### src/rtl/alu_pkg.sv
// Shared opcode encodings and sequencer state type for the ALU slice.
// Used by both the sequencer FSM and the primitive ALU.
package alu_pkg;

    localparam logic [2:0] OP_ADD = 3'd0;
    localparam logic [2:0] OP_SUB = 3'd1;
    localparam logic [2:0] OP_MUL = 3'd2;
    localparam logic [2:0] OP_DIV = 3'd3;
    localparam logic [2:0] OP_AND = 3'd4;
    localparam logic [2:0] OP_OR  = 3'd5;
    localparam logic [2:0] OP_XOR = 3'd6;
    localparam logic [2:0] OP_NOT = 3'd7;

    typedef enum logic [1:0] {
        IDLE = 2'd0,
        EXEC = 2'd1,
        DONE = 2'd2
    } state_t;

endpackage

### src/rtl/alu_sequencer_alu.sv
// Unsigned 8-bit ALU; result/flag registers update one cycle after load.
// No flow control: the registers hold their value whenever load is low.
module PrimitiveALU
    import alu_pkg::*;
(
    input  logic       clk,
    input  logic       rst,
    input  logic       load,
    input  logic [2:0] op,
    input  logic [7:0] a,
    input  logic [7:0] b,
    output logic [7:0] result,
    output logic       flag
);

    logic [7:0] y;
    logic       f;

    always_comb begin
        y = 8'd0;
        f = 1'b0;
        case (op)
            OP_ADD:  {f, y} = {1'b0, a} + {1'b0, b};
            OP_SUB: begin
                y = a - b;
                f = (b > a);
            end
            OP_MUL:  {f, y} = {1'b0, a} * {1'b0, b};
            // Zero divisor is never loaded; the guard only keeps y defined.
            OP_DIV:  y = (b == 8'd0) ? 8'd0 : a / b;
            OP_AND:  y = a & b;
            OP_OR:   y = a | b;
            OP_XOR:  y = a ^ b;
            OP_NOT:  y = ~a;
            default: y = 8'd0;
        endcase
    end

    always_ff @(posedge clk or posedge rst) begin
        if (rst) begin
            result <= 8'd0;
            flag   <= 1'b0;
        end else if (load) begin
            result <= y;
            flag   <= f;
        end
    end

endmodule

### src/rtl/alu_sequencer.sv
// Command sequencer around PrimitiveALU: IDLE accepts, EXEC computes, DONE holds result.
// Result valid two cycles after accept; DONE holds until res_ready, no bypass into IDLE.
module alu_sequencer
    import alu_pkg::*;
#(
    parameter logic [7:0] ERR_VALUE = 8'hFF,
    parameter logic [7:0] ACC_INIT  = 8'h00
) (
    input  logic       clk,
    input  logic       rst,
    input  logic       cmd_valid,
    output logic       cmd_ready,
    input  logic [2:0] cmd_op,
    input  logic [7:0] cmd_a,
    input  logic [7:0] cmd_b,
    input  logic       cmd_chain,
    output logic       res_valid,
    input  logic       res_ready,
    output logic [7:0] res_data,
    output logic       res_flag,
    output logic       res_err,
    output logic [7:0] acc,
    output logic [7:0] op_count
);

    state_t     state, state_nxt;
    logic [2:0] op_q;
    logic [7:0] a_q, b_q;
    logic       acc_vld;
    logic       alu_load;
    logic       div_zero;
    logic [7:0] alu_result;
    logic       alu_flag;

    assign div_zero = (op_q == OP_DIV) && (b_q == 8'd0);

    always_ff @(posedge clk or posedge rst) begin
        if (rst) state <= IDLE;
        else     state <= state_nxt;
    end

    always_comb begin
        state_nxt = state;
        cmd_ready = 1'b0;
        res_valid = 1'b0;
        alu_load  = 1'b0;
        case (state)
            IDLE: begin
                cmd_ready = 1'b1;
                if (cmd_valid) state_nxt = EXEC;
            end
            EXEC: begin
                alu_load  = !div_zero;
                state_nxt = DONE;
            end
            DONE: begin
                res_valid = 1'b1;
                if (res_ready) state_nxt = IDLE;
            end
            default: state_nxt = IDLE;
        endcase
    end

    // The ALU result register doubles as the accumulator: an error result
    // skips the load, so acc naturally keeps its previous value.
    always_ff @(posedge clk or posedge rst) begin
        if (rst) begin
            op_q     <= OP_ADD;
            a_q      <= 8'd0;
            b_q      <= 8'd0;
            res_err  <= 1'b0;
            acc_vld  <= 1'b0;
            op_count <= 8'd0;
        end else begin
            if (cmd_valid && cmd_ready) begin
                op_q <= cmd_op;
                a_q  <= cmd_chain ? acc : cmd_a;
                b_q  <= cmd_b;
            end
            if (state == EXEC) begin
                res_err  <= div_zero;
                op_count <= op_count + 8'd1;
                if (!div_zero) acc_vld <= 1'b1;
            end
        end
    end

    assign acc      = acc_vld ? alu_result : ACC_INIT;
    assign res_data = res_err ? ERR_VALUE : alu_result;
    assign res_flag = res_err ? 1'b0 : alu_flag;

    PrimitiveALU u_alu (
        .clk    (clk),
        .rst    (rst),
        .load   (alu_load),
        .op     (op_q),
        .a      (a_q),
        .b      (b_q),
        .result (alu_result),
        .flag   (alu_flag)
    );

endmodule

### config.mk
export PLATFORM = sky130hd
export DESIGN_NAME = alu_sequencer
export DESIGN_NICKNAME = d
export VERILOG_FILES = /design/src/rtl/alu_pkg.sv /design/src/rtl/alu_sequencer_alu.sv /design/src/rtl/alu_sequencer.sv
export SDC_FILE = /design/constraint.sdc
export NUM_CORES = 1
export LEC_CHECK = 0
export ABC_AREA = 1
export CAP_MARGIN = 20
export CORE_MARGIN = 2
export CORE_UTILIZATION = 50
export DETAILED_ROUTE_END_ITERATION = 8
export PLACE_DENSITY_LB_ADDON = 0.1
export SYNTH_ARGS = -nofsm -noshare
export SYNTH_HDL_FRONTEND = slang
export SYNTH_SLANG_ARGS = --single-unit
### constraint.sdc
create_clock -name clk -period 13.55 [get_ports clk]
set_input_delay 2.71 -clock clk [delete_from_list [all_inputs] [get_ports clk]]
set_output_delay 2.71 -clock clk [all_outputs]
set_load 0.05 [all_outputs]
==> results.py <==
metrics = {
    "cts": {
        "cts_buffer_depth": 2,
        "clk_pin_slew_ns": 0.06,
        "root_buffer": "clkbuf_16",
        "cts.repair.resized": 0,
        "holdBufCountCts": 0,
        "cts_buffers": 5,
        "clk-insertion-delay-late_ns": 0.29,
        "htree_num_levels": 2,
        "cts_tree": "built",
        "cts_num_sinks": 40,
        "postCtsSetupRepairBufs": 0,
    },
    "grt": {
        "grtUsageTotal": 0.2950,
        "grt_pass1_vias": 5832,
        "grt_overflow": 0,
        "antenna_found_initial": 0,
        "grt_pass1_wl_mm": 29.50,
        "grt_max_degree": 41,
    },
    "synth": {
        "synth_cells": 868,
        "synth-edff-count": 0,
        "synth_top_family_by_area": "simple AND/OR/NAND/NOR gates",
        "synthArstFlopShare": 1.000,
        "synth_cell_types": 51,
        "synthAdderAreaFrac": 0.2407,
        "syn_avg_cell_area_um2": 6.766,
        "yosys_register_bits": 40,
        "synth.mux.area_fraction": 0,
        "synth_nets": 993,
        "synth_xor_area_frac": 0.03877,
        "synth_ff_type": "dfrtp_1",
        "synth_sequential_area_ratio": 0.1704,
        "yosys_warnings": 0,
        "synth-compound-area-share": 0.1340,
        "synthSimpleGateAreaFrac": 0.2889,
        "synth_area_um2": 5873,
    },
    "place": {
        "port_buffers": 51,
        "gp_congestion": 0.9651,
        "hpwl_mm": 14.63,
        "dpl.cell_count": 1044,
        "pre_cts_ws_ns": 3.892,
        "place_area_um2": 6476,
    },
    "finish": {
        "antenna_cells": 0,
        "final_net_count": 1033,
        "multi_input_area_um2": 4125,
        "layout-drive-gt1-share": 0.06931,
        "fin_cells": 1052,
        "fillers": 1160,
        "area_delta_synth_final_pct": 13.29,
        "register_area_um2": 1001,
        "finalInstanceArea_um2": 6654,
    },
    "floorplan": {
        "chipHeight_um": 112.4,
        "fp.coreArea_um2": 11420,
        "initial_utilization": 0.5144,
        "die_w_um": 112.4,
        "rows": 39,
        "die_area_um2": 12630,
        "io_pins": 52,
    },
    "drt": {
        "dr.pass1.iters": 5,
        "vias_per_cell": 5.482,
        "antenna_violating_nets_post_route": 0,
        "drt_drc_violations_left": 0,
        "wl_per_cell_um": 17.23,
        "drt_iter0_drc": 407,
        "wirelength_mm": 18.13,
        "route.vias.total": 5767,
    },
    "worst_setup_path": {
        "setup.worst_path.end_class": "flop",
        "slowest_stage": "dfrtp_1",
        "path_class": "reg -> reg",
        "r2r_slack_ns": 3.66,
        "required_ns": 13.78,
        "crit_path_frequent_cell": "nand2_1",
        "startpoint_type": "flop",
        "slowest_delay_ns": 0.63,
        "crit_fanout": 12,
        "crit_arrival_ns": 10.12,
    },
    "sta": {
        "relSlewSlack": 0.5369,
        "rsz0062_at_grt": "false",
        "tightestPinTransition_ns": 0.6909,
        "finalCritPeriodShare": 0.7296,
        "fin_ws_ns": 3.664,
        "post-route-min-period_ns": 9.886,
        "hold_violations": 0,
        "drv_slew": 0,
        "skew_ns": 0.006391,
        "timing.setup.tns_ns": 0,
        "finalSetupViolCount": 0,
        "max_freq_mhz": 101.1,
    },
    "status": {
        "status": "completed",
    },
    "job": {
        "cap_violations": 0,
    },
    "hold_path": {
        "hold_class": "reg -> reg",
    },
}
[critical path, delay by kind of cell (launching register included)]
family                     cells  cell delay, ns
adders and majority gates      8            2.55
DFF                            1            0.63
AOI/OAI and AO/OA             13            1.98
and+or+nand+nor               36            3.74
buffers and inverters          9            0.93
[flip-flops by register name, summed over array words and instances (netlist names)]
name / flops
op_count: 8
state: 2
acc_vld: 1
res_err: 1
u_alu.flag: 1
a_q: 8
u_alu.result: 8
b_q: 8
op_q: 3
[layer usage]
| layer | up-vias | routed length (um) | global-route usage |
|---|---|---|---|
| met5 | - | 0 | 0 |
| met4 | 0 | 374 | 0.07724 |
| met3 | 26 | 1178 | 0.04752 |
| met2 | 203 | 8502 | 0.4980 |
| met1 | 2685 | 8077 | 0.3953 |
| li1 | 2853 | - | - |
[synth_stat cells (all sizes together) (4+ instances only)]
cell     count  area [um^2]
and2         5        31.28
or2         15        93.84
a21oi       38        193.9
nand3       57        312.8
nand2      222        865.8
dfrtp       40         1001
nor2        45        198.9
buf          8        57.55
o22ai       13        81.33
nor3        13        91.34
inv        170        638.1
ha          81         1013
fa          20        400.4
xor2        18        157.7
o2111ai      4        35.03
nand4        9        56.30
clkbuf      13        51.30
xnor2        8        70.07
o21ai       65        336.6
[metrics by stage]
| stage | hold WS [ns] | util |
|---|---|---|
| floorplan | 0.4488 | - |
| global placement | 0.4604 | 0.5672 |
| finish | 0.4860 | 0.5827 |
| detailed placement | 0.4633 | 0.5672 |
| CTS | 0.4831 | 0.5827 |
| global route | 0.4939 | 0.5827 |
[area by class of cell]
type,count,area share
Multi-Input combinational cell,637,0.6200
Sequential cell,40,0.1504
Inverter,170,0.09590
Timing Repair Buffer,54,0.08011
Tap cell,143,0.02689
Clock buffer,6,0.02087
Clock inverter,2,0.005829
[logic make-up (layout without fill, tap and decap cells)]
logic type / count (synthesis) / after routing
AOI/OAI and AO/OA: 138 / 138
xor gates and xnor gates: 26 / 26
adders and majority gates: 101 / 101
buffers and inverters: 191 / 232
DFF: 40 / 40
and+or+nand+nor: 372 / 372
[cell usage in the layout, fill, tap and decap left out, types with 4 or more instances in the layout]
master,Yosys,routed
a21oi_1,37,37
and2_1,5,5
clkbuf_16,0,5
clkdlybuf4s50_1,0,51
dfrtp_1,40,40
fa_1,20,20
ha_1,81,81
inv_1,159,159
inv_2,11,11
nand2_1,213,213
nand2_2,7,7
nand3_1,53,53
nand4_1,9,9
nor2_1,39,39
nor3_1,9,9
o2111ai_1,4,4
o21ai_0,53,53
o21ai_1,9,9
o22ai_1,13,13
or2_2,12,12
xnor2_1,8,8
xor2_1,18,18
[final timing paths]
| path | from | to | cells past startpoint |
|---|---|---|---|
| min | op_count[7] | op_count[7] | 1 |
| min reg2reg | op_count[7] | op_count[7] | 1 |
| max | b_q[0] | u_alu.result[0] | 66 |
| max reg2reg | b_q[0] | u_alu.result[0] | 66 |
| max in group asynchronous | rst | u_alu.result[6] | 3 |
| min in group asynchronous | rst | b_q[5] | 3 |
Power is left out: the tool's default activity adds up to more than one toggle a clock period on the data nets, which glitch-free logic cannot reach.
